===== src/rtl/fpga_status_led_ctrl.sv =====
// fpga_status_led_ctrl: board status LEDs for the FPGA top wrapper.
// NUM_CH channels each select off / on / heartbeat / exit-code blink.
// The exit code is latched once from the SoC exit status. It is then
// blinked out as N one-slot pulses followed by a four-slot gap, and the
// pattern repeats until reset.
// Optional build macro STATUS_LED_RST_SYNC_EN: when defined, rst_ni is
// synchronised internally. It asserts asynchronously and deasserts after
// two clk_i edges.
module fpga_status_led_ctrl #(
    parameter int TICK_DIV_WIDTH = 27,
    parameter int NUM_CH         = 4,
    parameter int CODE_WIDTH     = 4
) (
    input  logic                    clk_i,
    input  logic                    rst_ni,
    input  logic [2*NUM_CH-1:0]     mode_i,
    input  logic                    exit_valid_i,
    input  logic [31:0]             exit_value_i,
    output logic [NUM_CH-1:0]       led_o,
    output logic                    exit_latched_o,
    output logic [CODE_WIDTH-1:0]   exit_code_o
);

    typedef enum logic [2:0] {
        S_IDLE,
        S_PASS,
        S_ON,
        S_OFF,
        S_GAP
    } state_t;

    logic                      rst_n;
    logic [TICK_DIV_WIDTH-1:0] cnt;
    logic                      heartbeat;
    logic                      slot_tick;
    state_t                    state;
    logic [CODE_WIDTH-1:0]     pulse_cnt;
    logic [1:0]                gap_cnt;
    logic                      exit_led;

`ifdef STATUS_LED_RST_SYNC_EN
    logic [1:0] rst_sync;

    // Reset synchroniser: assert immediately, release after two clean edges
    always_ff @(posedge clk_i or negedge rst_ni) begin
        if (!rst_ni) rst_sync <= 2'b00;
        else         rst_sync <= {rst_sync[0], 1'b1};
    end

    assign rst_n = rst_sync[1];
`else
    assign rst_n = rst_ni;
`endif

    // Free-running divider; heartbeat and slot timing both come from it
    always_ff @(posedge clk_i or negedge rst_n) begin
        if (!rst_n) cnt <= '0;
        else        cnt <= cnt + TICK_DIV_WIDTH'(1);
    end

    assign heartbeat = cnt[TICK_DIV_WIDTH-1];
    assign slot_tick = &cnt[TICK_DIV_WIDTH-3:0];

    // Upper exit_value_i bits and cnt[MSB-1] are intentionally not used
    logic unused_ok;
    assign unused_ok = ^{exit_value_i[31:CODE_WIDTH], cnt[TICK_DIV_WIDTH-2]};

    // Capture the first exit status; sticky until reset
    always_ff @(posedge clk_i or negedge rst_n) begin
        if (!rst_n) begin
            exit_latched_o <= 1'b0;
            exit_code_o    <= '0;
        end else if (exit_valid_i && !exit_latched_o) begin
            exit_latched_o <= 1'b1;
            exit_code_o    <= exit_value_i[CODE_WIDTH-1:0];
        end
    end

    // Exit blink sequencer; advances only on slot boundaries
    always_ff @(posedge clk_i or negedge rst_n) begin
        if (!rst_n) begin
            state     <= S_IDLE;
            pulse_cnt <= '0;
            gap_cnt   <= '0;
            exit_led  <= 1'b0;
        end else if (slot_tick) begin
            case (state)
                S_IDLE: begin
                    if (exit_latched_o) begin
                        if (exit_code_o == '0) begin
                            state    <= S_PASS;
                            exit_led <= 1'b1;
                        end else begin
                            state     <= S_ON;
                            pulse_cnt <= CODE_WIDTH'(1);
                            exit_led  <= 1'b1;
                        end
                    end
                end
                S_PASS: begin
                    exit_led <= 1'b1;
                end
                S_ON: begin
                    state    <= S_OFF;
                    exit_led <= 1'b0;
                end
                S_OFF: begin
                    if (pulse_cnt == exit_code_o) begin
                        state   <= S_GAP;
                        gap_cnt <= 2'd0;
                    end else begin
                        state     <= S_ON;
                        pulse_cnt <= pulse_cnt + CODE_WIDTH'(1);
                        exit_led  <= 1'b1;
                    end
                end
                S_GAP: begin
                    if (gap_cnt == 2'd3) begin
                        state     <= S_ON;
                        pulse_cnt <= CODE_WIDTH'(1);
                        exit_led  <= 1'b1;
                    end else begin
                        gap_cnt <= gap_cnt + 2'd1;
                    end
                end
                default: begin
                    state    <= S_IDLE;
                    exit_led <= 1'b0;
                end
            endcase
        end
    end

    // One registered mode mux per LED; all exit-mode channels share exit_led
    for (genvar k = 0; k < NUM_CH; k++) begin : g_ch
        fpga_status_led_ch u_ch (
            .clk_i     (clk_i),
            .rst_n     (rst_n),
            .mode      (mode_i[2*k +: 2]),
            .heartbeat (heartbeat),
            .exit_led  (exit_led),
            .led       (led_o[k])
        );
    end

endmodule

// Per-channel registered LED source select
module fpga_status_led_ch (
    input  logic       clk_i,
    input  logic       rst_n,
    input  logic [1:0] mode,
    input  logic       heartbeat,
    input  logic       exit_led,
    output logic       led
);

    // Register the selected source so the board pin sees a clean flop output
    always_ff @(posedge clk_i or negedge rst_n) begin
        if (!rst_n) begin
            led <= 1'b0;
        end else begin
            case (mode)
                2'b00:   led <= 1'b0;
                2'b01:   led <= 1'b1;
                2'b10:   led <= heartbeat;
                default: led <= exit_led;
            endcase
        end
    end

endmodule


===== config.mk =====
export PLATFORM = sky130hd
export DESIGN_NAME = fpga_status_led_ctrl
export DESIGN_NICKNAME = d
export VERILOG_FILES = /design/src/rtl/fpga_status_led_ctrl.sv
export SDC_FILE = /design/constraint.sdc
export NUM_CORES = 1
export LEC_CHECK = 0
export ABC_AREA = 1
export ABC_CLOCK_PERIOD_IN_PS = 1300
export BUFFER_PORTS_ARGS = -buffer_cell sky130_fd_sc_hd__clkbuf_2
export CAP_MARGIN = 20
export CORE_ASPECT_RATIO = 1.4
export CORE_UTILIZATION = 39
export CTS_CLUSTER_DIAMETER = 120
export DETAILED_ROUTE_END_ITERATION = 12
export GPL_TIMING_DRIVEN = 0
export PLACE_DENSITY = 0.58
export SLEW_MARGIN = 0
export SYNTH_ARGS = -nofsm -noshare
export SYNTH_HDL_FRONTEND = slang
export SYNTH_SLANG_ARGS = --single-unit
export TNS_END_PERCENT = 50

===== constraint.sdc =====
create_clock -name clk_i -period 1.3 [get_ports clk_i]
set_input_delay 0.13 -clock clk_i [delete_from_list [all_inputs] [get_ports clk_i]]
set_output_delay 0.13 -clock clk_i [all_outputs]
set_load 0.05 [all_outputs]

==> summary.txt <==
IO Pins: 52
Least-Margin Pin Slew: 542 ps
Worst Hold Class: primary input to flip-flop
Antenna diodes: 0
Worst Path Arrival: 1620 ps
Compound-gate portion of the synthesized area: 3.56%
Post-Synthesis Cells: 309
Syn Area/Cell: 8.31 sq um
Synth Area in Simple Gates: 35.1%
# DRC: 8
Worst-skew pair later-pin latency: 310 ps
Setup violators final: 26
Finished Core Util: 55.0%
Kind of cell adding the most delay to the critical path: simple AND/OR/NAND/NOR gates
Setup ws final: -133 ps
H-tree levels: 2
Number of CTS-inserted buffers: 5
Die ar.: 6920 sq um
Commonest non-fill, non-tap cell in the layout: nand2_1
Fmax achieved: 698 MHz
Most frequent cells in the layout: 62 x nand2_1, 47 x buf_4, 37 x dfrtp_1
YS warnings: 0
Hold Violations, Final: 0
First drt pass iteration count: 10
Die width: 70.6 um
Layout Nets: 432
Kind of start point of the critical path: flip-flop
Starting Density: 40.8%
Die height: 98 um
Final worst path period need: 1430 ps
Max-slew violation count: 0
Clock skew: 14.7 ps
WL final: 5.87 mm
Bufs and invs on worst path: 0
Pre-CTS worst setup slack: -203 ps
Synth Area in XOR/XNOR: 8.19%
Crit-path cells: nand2_2 > nor2_4 > nand2_4 > nor3_4 > nand3_2 > nand2_1 > nand2_1
Slew HR: 63.9%
Max IR drop VDD: 0.504 mV
Share of cells above drive strength 1: 44.7%
Sequential area share after synthesis: 44.8%
Main combinational cell family by area after synthesis: simple AND/OR/NAND/NOR gates
Cell Area, Synth: 2570 sq um
Crit. End Element: flip-flop
Core Region: 6300 sq um
Routed length per instance: 12.8 um
CP max stage delay: 410 ps
Vias/cell: 4.82
CTS root buf: clkbuf_8
CP max stage cell: dfrtp_1
RD Place Congestion: 0.842
Max Root-Sink Buffers: 2
Rows: 34
Clk pin slew, worst setup/hold paths: 80 ps
Port Buffer Count: 23
DRT iter0 DRCs: 85
Post-route ant nets: 0
Dpl hpwl: 3.92 mm
WHS: 78.0 ps
Vias: 2211
Initial antenna violation count: 0
Vias in the first global route: 2079
Mux share of post-synthesis cell area: 0%
CP Max Fanout: 4
Clk sink count: 46
Max-Cap Viols: 0
Global-route wire length before repair: 9.29 mm
Post-synthesis adder-cell area fraction: 1.46%
Syn nets: 355
Largest net degree at the start of global routing: 28
Final period util: 110%
CTS tree: yes
Required @ worst endpoint: 1490 ps
Lkg Pwr: 1.74 nW
Yosys reg bits: 46
Pwr Density: 760 nW/um^2
Violated checks: design-rule violations, negative setup slack
Distinct cells, synth: 26
Placed Area: 2800 sq um
Area Growth Syn to Fin: 34.8%
Final Instance Area: 3460 sq um
Status: complete, but fails checks
Most frequent CP cell: nand2_1
Overflow after GRT: 0
RSZ-0062 raised after global routing: true
Total power: 2.63 mW
Crit path kind: flip-flop to flip-flop
Gr usage total: 17.0%
## registers in the layout, summed over array words and instances (netlist names)
register        count
state               3
gap_cnt             2
g_ch.u_ch.led       4
pulse_cnt           4
cnt                27
exit_led            1
exit_code_o         4
exit_latched_o      1
## what timing repair did
item                       CTS  global route
setup buffers               22            23
pin swaps                   11            31
setup endpoints to repair   25            27
resized for setup           24            34
hold buffers                 1             0
hold endpoints to repair    19             0
## cell type report
type | count | area, sq um
tap | 72 | 90.1
fill | 562 | 2830
timing repair buffer | 70 | 490
clock inverter | 2 | 37.5
inverter | 39 | 151
buffer | 4 | 30.0
clock buffer | 6 | 72.6
multi-input combinational | 220 | 1430
sequential | 46 | 1160
## power by group
part           internal (mW)  switching (mW)  total [mW]  leakage [nW]
registers               1.44         0.00189        1.44         0.587
logic                 0.0463          0.0759       0.122          1.10
clock network          0.574           0.496        1.07        0.0514
## per-stage QoR
stage,TNS [ps],std cells
after floorplan,-52.3,309
after global placement,-2020,404
after detailed placement,-2040,405
after CTS,-1130,436
after global routing,-4010,459
final,-1960,459
## logic make-up after synthesis
group / Yosys count
AND/OR/NAND/NOR: 178
flip-flops: 46
buffers and inverters: 43
XOR/XNOR: 24
AO/OA/AOI/OAI: 15
adder cells (fa/ha/maj): 3
## final timing paths
kind	endpoint	from	depth (start not counted)	slack, ps
setup / recovery	gap_cnt[0]	cnt[2]	7	-130
hold / removal	exit_code_o[1]	exit_value_i[1]	3	80
setup reg to reg	gap_cnt[0]	cnt[2]	7	-130
hold reg to reg	exit_led	exit_led	2	480
max in group asynchronous	cnt[0]	rst_ni	3	420
min in group asynchronous	g_ch[1].u_ch.led	rst_ni	2	330
## synth_stat cells
cell / n / area share (%)
a31oi_1: 1 / 0.24
nand3_1: 14 / 2.7
buf_4: 4 / 1.2
nand2_4: 1 / 0.44
nand3_2: 4 / 1.6
nor3_4: 1 / 0.63
ha_1: 3 / 1.5
nor2_2: 8 / 1.9
xnor2_1: 13 / 4.4
nand2_1: 74 / 11
nor3b_2: 1 / 0.49
inv_1: 31 / 4.5
nor2_4: 8 / 3.5
inv_2: 8 / 1.2
nand3_4: 1 / 0.68
nor3_1: 7 / 1.4
nor2_1: 39 / 5.7
nand2_2: 9 / 2.2
nand4_1: 6 / 1.5
o21ai_1: 2 / 0.39
dfrtp_1: 46 / 45
nand3b_1: 4 / 1.2
a21oi_1: 8 / 1.6
xor2_1: 11 / 3.8
nor3_2: 1 / 0.39
a31o_2: 4 / 1.4
## per-layer routing
metal	track usage [%]	routed length, um	vias up
met4	4.15	85	0
met1	19.6	2450	1055
met3	3.10	133	8
met5	0	0	-
li1	-	-	1120
met2	32.0	3200	28
## worst reg2reg max path, cell delays in order, from the launching register on
cell and delay [ps]:
dfrtp_1 410, nand2_2 120, nor2_4 190, nand2_4 100, nor3_4 290, nand3_2 110
nand2_1 70, nand2_1 50
(Power assumes the default switching activity.)
